`config.mk`:
```
export PLATFORM = sky130hd
export DESIGN_NAME = alu_cu_sequencer_flat
export DESIGN_NICKNAME = d
export VERILOG_FILES = /design/src/rtl/alu_cu_pkg.sv /design/src/rtl/alu_cu_sequencer_if.sv /design/src/rtl/cu_regfile.sv /design/src/rtl/alu_cu_sequencer.sv /design/src/flat_wrapper.sv
export SDC_FILE = /design/constraint.sdc
export NUM_CORES = 1
export LEC_CHECK = 0
export BUFFER_PORTS_ARGS = -buffer_cell sky130_fd_sc_hd__buf_4
export CORE_ASPECT_RATIO = 1.5
export CORE_UTILIZATION = 30
export DETAILED_ROUTE_END_ITERATION = 8
export GPL_TIMING_DRIVEN = 0
export HOLD_SLACK_MARGIN = 0.06
export MAX_ROUTING_LAYER = met4
export SLEW_MARGIN = 20
export SYNTH_ARGS = -nofsm -noshare
export SYNTH_HDL_FRONTEND = slang
export SYNTH_SLANG_ARGS = --single-unit
```
`constraint.sdc`:
```
create_clock -name clk -period 2 [get_ports clk]
set_input_delay 0.1 -clock clk [delete_from_list [all_inputs] [get_ports clk]]
set_output_delay 0.1 -clock clk [all_outputs]
set_load 0.005 [all_outputs]
```
`src/rtl/alu_cu_pkg.sv`:
```
// rtl/alu_cu_pkg.sv - opcodes, FSM states, instruction field positions and decode helpers
package alu_cu_pkg;

    localparam logic [5:0] OP_LDI = 6'b000001;
    localparam logic [5:0] OP_ADD = 6'b010000;
    localparam logic [5:0] OP_SUB = 6'b010001;
    localparam logic [5:0] OP_EQ  = 6'b100000;
    localparam logic [5:0] OP_NE  = 6'b100001;
    localparam logic [5:0] OP_LE  = 6'b100010;
    localparam logic [5:0] OP_GT  = 6'b100011;
    localparam logic [5:0] OP_SHL = 6'b110000;
    localparam logic [5:0] OP_SHR = 6'b110001;
    localparam logic [5:0] OP_SRA = 6'b110010;

    localparam int OP_MSB  = 31;
    localparam int OP_LSB  = 26;
    localparam int RD_LSB  = 21;
    localparam int RS1_LSB = 16;
    localparam int RS2_LSB = 11;
    localparam int IMM_MSB = 15;

    typedef enum logic [1:0] {
        ST_IDLE   = 2'd0,
        ST_DECODE = 2'd1,
        ST_EXEC   = 2'd2,
        ST_WB     = 2'd3
    } state_t;

    function automatic logic is_alu_op(input logic [5:0] op);
        case (op)
            OP_ADD, OP_SUB, OP_EQ, OP_NE, OP_LE, OP_GT,
            OP_SHL, OP_SHR, OP_SRA: return 1'b1;
            default:                return 1'b0;
        endcase
    endfunction

    function automatic logic is_legal(input logic [5:0] op);
        return is_alu_op(op) || (op == OP_LDI);
    endfunction

    // Only the arithmetic ops own the carry; compares and shifts leave C alone.
    function automatic logic updates_c(input logic [5:0] op);
        return (op == OP_ADD) || (op == OP_SUB);
    endfunction

endpackage

```
`src/rtl/alu_cu_sequencer_if.sv`:
```
// rtl/alu_cu_sequencer_if.sv - instruction handshake, ALU port and status bundle
interface alu_cu_sequencer_if;
    logic        instr_valid;
    logic        instr_ready;
    logic [31:0] instr;
    logic [31:0] alu_a;
    logic [31:0] alu_b;
    logic [5:0]  alu_op;
    logic        alu_cin;
    logic [31:0] alu_res;
    logic        alu_cout;
    logic        alu_z;
    logic        alu_n;
    logic        done;
    logic        err;
    logic [2:0]  flags;

    modport slave (
        input  instr_valid, instr, alu_res, alu_cout, alu_z, alu_n,
        output instr_ready, alu_a, alu_b, alu_op, alu_cin, done, err, flags
    );

    modport master (
        output instr_valid, instr, alu_res, alu_cout, alu_z, alu_n,
        input  instr_ready, alu_a, alu_b, alu_op, alu_cin, done, err, flags
    );
endinterface

```
`src/rtl/cu_regfile.sv`:
```
// rtl/cu_regfile.sv - 2R1W register file with debug port; CU_R0_ZERO_EN hardwires register 0
module cu_regfile #(
    parameter int REG_COUNT = 8,
    parameter int REG_AW    = 3
) (
    input  logic              clk,
    input  logic              rst_n,
    input  logic              we,
    input  logic [REG_AW-1:0] waddr,
    input  logic [31:0]       wdata,
    input  logic [REG_AW-1:0] raddr1,
    input  logic [REG_AW-1:0] raddr2,
    input  logic [REG_AW-1:0] dbg_addr,
    output logic [31:0]       rdata1,
    output logic [31:0]       rdata2,
    output logic [31:0]       dbg_data
);
`ifdef CU_R0_ZERO_EN
    localparam logic R0_ZERO = 1'b1;
`else
    localparam logic R0_ZERO = 1'b0;
`endif

    logic [31:0] regs [REG_COUNT];

    always_ff @(posedge clk or negedge rst_n) begin
        if (!rst_n) begin
            for (int i = 0; i < REG_COUNT; i++) regs[i] <= '0;
        end else if (we && !(R0_ZERO && waddr == '0)) begin
            regs[waddr] <= wdata;
        end
    end

    assign rdata1   = (R0_ZERO && raddr1   == '0) ? '0 : regs[raddr1];
    assign rdata2   = (R0_ZERO && raddr2   == '0) ? '0 : regs[raddr2];
    assign dbg_data = (R0_ZERO && dbg_addr == '0) ? '0 : regs[dbg_addr];
endmodule

```
`src/rtl/alu_cu_sequencer.sv`:
```
// rtl/alu_cu_sequencer.sv - 4-edge IDLE/DECODE/EXEC/WB control unit in front of the 32-bit ALU (option CU_R0_ZERO_EN)
module alu_cu_sequencer
    import alu_cu_pkg::*;
#(
    parameter int REG_COUNT = 8,
    parameter int REG_AW    = 3
) (
    input  logic                clk,
    input  logic                rst_n,
    alu_cu_sequencer_if.slave   bus,
    input  logic [REG_AW-1:0]   dbg_addr,
    output logic [31:0]         dbg_data
);
    state_t      state, state_nxt;
    logic [31:0] ir;
    logic [31:0] res_q;
    logic        cout_q, z_q, n_q;
    logic [31:0] a_q, b_q;
    logic [5:0]  op_q;
    logic [2:0]  flags_q;
    logic        done_q, err_q;
    logic [31:0] rdata1, rdata2, wdata;
    logic        we;
    logic        unused_ir;

    logic [5:0]        op;
    logic [REG_AW-1:0] rd, rs1, rs2;

    assign op  = ir[OP_MSB:OP_LSB];
    assign rd  = ir[RD_LSB  +: REG_AW];
    assign rs1 = ir[RS1_LSB +: REG_AW];
    assign rs2 = ir[RS2_LSB +: REG_AW];
    assign unused_ir = ^ir;

    assign we    = (state == ST_WB) && is_legal(op);
    assign wdata = (op == OP_LDI) ? {16'h0000, ir[IMM_MSB:0]} : res_q;

    cu_regfile #(.REG_COUNT(REG_COUNT), .REG_AW(REG_AW)) u_regfile (
        .clk      (clk),
        .rst_n    (rst_n),
        .we       (we),
        .waddr    (rd),
        .wdata    (wdata),
        .raddr1   (rs1),
        .raddr2   (rs2),
        .dbg_addr (dbg_addr),
        .rdata1   (rdata1),
        .rdata2   (rdata2),
        .dbg_data (dbg_data)
    );

    always_ff @(posedge clk or negedge rst_n) begin
        if (!rst_n) state <= ST_IDLE;
        else        state <= state_nxt;
    end

    // Illegal opcodes skip EXEC so the ALU outputs are never sampled for them.
    always_comb begin
        state_nxt = state;
        case (state)
            ST_IDLE:   if (bus.instr_valid) state_nxt = ST_DECODE;
            ST_DECODE: state_nxt = is_legal(op) ? ST_EXEC : ST_WB;
            ST_EXEC:   state_nxt = ST_WB;
            ST_WB:     state_nxt = ST_IDLE;
            default:   state_nxt = ST_IDLE;
        endcase
    end

    always_ff @(posedge clk or negedge rst_n) begin
        if (!rst_n) begin
            ir      <= '0;
            a_q     <= '0;
            b_q     <= '0;
            op_q    <= '0;
            res_q   <= '0;
            cout_q  <= 1'b0;
            z_q     <= 1'b0;
            n_q     <= 1'b0;
            flags_q <= '0;
            done_q  <= 1'b0;
            err_q   <= 1'b0;
        end else begin
            done_q <= (state == ST_WB) &&  is_legal(op);
            err_q  <= (state == ST_WB) && !is_legal(op);
            case (state)
                ST_IDLE: if (bus.instr_valid) ir <= bus.instr;
                ST_DECODE: if (is_alu_op(op)) begin
                    a_q  <= rdata1;
                    b_q  <= rdata2;
                    op_q <= op;
                end
                ST_EXEC: begin
                    res_q  <= bus.alu_res;
                    cout_q <= bus.alu_cout;
                    z_q    <= bus.alu_z;
                    n_q    <= bus.alu_n;
                end
                ST_WB: if (is_alu_op(op)) begin
                    flags_q[0] <= z_q;
                    flags_q[1] <= n_q;
                    if (updates_c(op)) flags_q[2] <= cout_q;
                end
                default: ;
            endcase
        end
    end

    assign bus.instr_ready = (state == ST_IDLE);
    assign bus.alu_a       = a_q;
    assign bus.alu_b       = b_q;
    assign bus.alu_op      = op_q;
    assign bus.alu_cin     = flags_q[2];
    assign bus.flags       = flags_q;
    assign bus.done        = done_q;
    assign bus.err         = err_q;
endmodule

```
`src/flat_wrapper.sv`:
```
// flat-port wrapper written by rule: the top's interface ports become plain ports
module alu_cu_sequencer_flat import alu_cu_pkg::*;
#(
    parameter int REG_COUNT = 8,
    parameter int REG_AW    = 3
)
  (clk, rst_n, dbg_addr, dbg_data, bus_instr_valid, bus_instr, bus_alu_res, bus_alu_cout, bus_alu_z, bus_alu_n, bus_instr_ready, bus_alu_a, bus_alu_b, bus_alu_op, bus_alu_cin, bus_done, bus_err, bus_flags);
  alu_cu_sequencer_if bus_i ();
  input  logic clk;
  input  logic rst_n;
  input  logic [REG_AW-1:0] dbg_addr;
  output logic [31:0] dbg_data;
  input wire logic [$bits(bus_i.instr_valid)-1:0] bus_instr_valid;
  input wire logic [$bits(bus_i.instr)-1:0] bus_instr;
  input wire logic [$bits(bus_i.alu_res)-1:0] bus_alu_res;
  input wire logic [$bits(bus_i.alu_cout)-1:0] bus_alu_cout;
  input wire logic [$bits(bus_i.alu_z)-1:0] bus_alu_z;
  input wire logic [$bits(bus_i.alu_n)-1:0] bus_alu_n;
  output wire logic [$bits(bus_i.instr_ready)-1:0] bus_instr_ready;
  output wire logic [$bits(bus_i.alu_a)-1:0] bus_alu_a;
  output wire logic [$bits(bus_i.alu_b)-1:0] bus_alu_b;
  output wire logic [$bits(bus_i.alu_op)-1:0] bus_alu_op;
  output wire logic [$bits(bus_i.alu_cin)-1:0] bus_alu_cin;
  output wire logic [$bits(bus_i.done)-1:0] bus_done;
  output wire logic [$bits(bus_i.err)-1:0] bus_err;
  output wire logic [$bits(bus_i.flags)-1:0] bus_flags;
  assign bus_i.instr_valid = bus_instr_valid;
  assign bus_i.instr = bus_instr;
  assign bus_i.alu_res = bus_alu_res;
  assign bus_i.alu_cout = bus_alu_cout;
  assign bus_i.alu_z = bus_alu_z;
  assign bus_i.alu_n = bus_alu_n;
  assign bus_instr_ready = bus_i.instr_ready;
  assign bus_alu_a = bus_i.alu_a;
  assign bus_alu_b = bus_i.alu_b;
  assign bus_alu_op = bus_i.alu_op;
  assign bus_alu_cin = bus_i.alu_cin;
  assign bus_done = bus_i.done;
  assign bus_err = bus_i.err;
  assign bus_flags = bus_i.flags;
  alu_cu_sequencer #(.REG_COUNT(REG_COUNT), .REG_AW(REG_AW)) u_core (.clk(clk), .rst_n(rst_n), .bus(bus_i), .dbg_addr(dbg_addr), .dbg_data(dbg_data));
endmodule
```
==> metrics <==
first-pass GRT wire length 101,000 um; Slew Limit Headroom 52.8%; drt wl/cell 26.1 um; H-tree levels 2; Final Hold Vio Count 0; Synth cell types 32; CTS Root Cell clkbuf_16; Min-Delay Path Class primary input to asynchronous set/reset pin; Placement Setup Slack -1.10 ns; clock skew 0.0213 ns; Power Dens Cells between 1000 and 1500 nW/um2; unrepaired setup endpoints after global routing true; clk buf depth 3; Core Area between 60,000 and 70,000 um2; initial antenna violation count 1; routed vias 14,139; crit path DAT 2.57 ns; Initial Utilization 30.4%; GRT Residual Overflow 0; Total Power around 42 mW; CP Max Fanout 10; clock sink count between 300 and 400; overall routing resource usage 20.2%; first-pass iteration count of the detailed router 5; average cell area after synthesis 15.5 um2; Slew Viols, Final 0; commonest non-fill, non-tap cell in the layout dfrtp_1; die area 70,000 um2; syn_nets 1,414; status finished, violations left; vias in the first global route roughly 15,000; Syn-to-layout area delta 35.7%; CP Launch Type register; Nets 1,836; Fillers 6,170; initial drt markers a little under 900; final setup margin -0.138 ns; LEAKAGE 12.8 nW; Post-Syn Instances roughly 1,300; area leader, netlist dfrtp_1; most frequent cells in the layout 392 x dfrtp_1, 285 x buf_4, 192 x mux4_2; WS Path Type register to register; register area share after synthesis 47.9%; I/O pin cnt 182; Post-synth EDFFs 0; CTS tree done; Synth async-reset ratio 100%; Synth top area share 47.9%; Post-Synthesis Cell Area 20,700 um2; buffers added on ports 174; min Tclk post-route 2.14 ns; fmax approximately 0.47 GHz; Die W about 220 um; Synth Flop Type dfrtp_1; Worst setup EP type register; fraction of layout cells with a size suffix above 1 between 50% and 60%; Worst-path clk slew 0.07 ns; hpwl dp approximately 45,000 um; largest net degree at the start of global routing 97; WL final 70,000 um; period utilisation layout 107%; Row Count 117; Placer Congestion 0.806; worst vdd ir between 0.0007 and 0.0008 V; Setup-failing EPs final 238; clk_lat worst skew 0.57 ns; failing checks negative setup slack; drt drc 0; Fin Setup TNS -15.17 ns; die height 324 um; Seq cells post-synth between 300 and 400; CP required approximately 2.4 ns; Synthesis Warnings 0; measured slew at the worst slew-check pin 0.709 ns; top cells by area, synth dfrtp_1 48%, mux4_2 21%, mux2_2 18%; vias per cell about 5.3; Max-Cap Viols 0; cts bufs inserted 40; Antenna Violating Nets Remaining 0
-- per-stage QoR --
| step | cell area [um2] | instances | hold WS, ns | util, % |
|---|---|---|---|---|
| floorplan | 20700 | 1337 | -0.196 | - |
| global placement | 23100 | 2403 | 0.334 | 34.0 |
| detailed placement | 23300 | 2409 | 0.163 | 34.2 |
| CTS | 27200 | 2666 | 0.143 | 40.0 |
| global route | 28100 | 2681 | 0.216 | 41.2 |
| finish | 28100 | 2681 | 0.125 | 41.2 |
-- worst paths after layout --
check / startpoint / to / slack [ns] / cells past startpoint
setup reg to reg: u_core.ir[26] / u_core.u_regfile.regs[171] / -0.14 / 7
hold / removal: rst_n / u_core.cout_q / 0.13 / 2
min in group clk: bus_alu_res[25] / u_core.res_q[25] / 0.30 / 3
setup / recovery: u_core.ir[26] / u_core.u_regfile.regs[171] / -0.14 / 7
max in group asynchronous: rst_n / u_core.res_q[21] / 0.21 / 5
hold reg to reg: u_core.bus.alu_a[0] / u_core.bus.alu_a[0] / 0.48 / 2
-- power breakdown --
group	internal [mW]	leakage (nW)	switching [mW]
clock	4.54	0.659	3.41
combinational	11.2	6.83	8.80
sequential	11.3	5.26	2.49
-- worst max-delay path: stages, from the launching register on --
cell and delay, ns:
dfrtp_2 0.45, a21boi_2 0.17, o211ai_1 0.14, buf_6 0.17, or4_4 0.43, buf_12 0.18
buf_12 0.16, mux2_4 0.30
-- synth_stat cells (3+ instances only) --
master,instances
buf_6,3
inv_1,6
mux2i_1,64
buf_2,38
nand2_1,70
nor4_2,4
buf_1,22
clkbuf_1,56
mux2_1,8
o21ai_0,67
o211ai_1,3
mux4_2,192
mux2_2,334
mux2_4,30
dfrtp_1,396
ha_1,4
and2_1,18
-- layer usage --
| metal | GRT usage [%] | vias to the layer above | share of wire, % |
|---|---|---|---|
| li1 | - | 5962 | - |
| met1 | 22.9 | 7507 | 39 |
| met2 | 35.0 | 488 | 51 |
| met3 | 3.27 | 182 | 4.9 |
| met4 | 9.23 | 0 | 5.3 |
| met5 | - | - | 0 |
-- logic make-up after synthesis --
| kind of cell | synth area share (%) |
|---|---|
| AO/OA/AOI/OAI | 1.84 |
| adder cells (fa/ha/maj) | 0.242 |
| buffers and inverters | 2.68 |
| flip-flops | 47.9 |
| multiplexers | 44.8 |
| AND/OR/NAND/NOR | 2.55 |
-- sequential cells by signal, summed over array words and instances, names as in the netlist --
name,cells
u_core.u_regfile.regs,256
u_core.bus.alu_a,32
u_core.bus.alu_b,32
u_core.res_q,32
u_core.ir,28
u_core.bus.alu_op,6
u_core.bus.flags,3
u_core.state,2
u_core.bus.done,1
u_core.bus.err,1
u_core.cout_q,1
u_core.n_q,1
u_core.z_q,1
-- what timing repair did --
item	CTS	global route
endpoints found under the hold margin	154	0
buffers inserted	124	4
hold buffers	65	0
pin swaps	12	3
endpoints found under the setup margin	408	416
gates cloned	4	11
gates resized for setup	310	154
-- layout make-up --
type	instances	area [um2]	share of cell area (%)
antenna	1	2.50	0.00891
buffer	116	1220	4.34
clock buffer	52	1100	3.90
clock inverter	19	248	0.882
inverter	6	22.5	0.0802
multi-input combinational	814	10900	38.9
sequential	396	9910	35.3
tap	892	1120	3.98
timing repair buffer	385	3530	12.6
No activity file was read; power rests on OpenSTA's default activity.
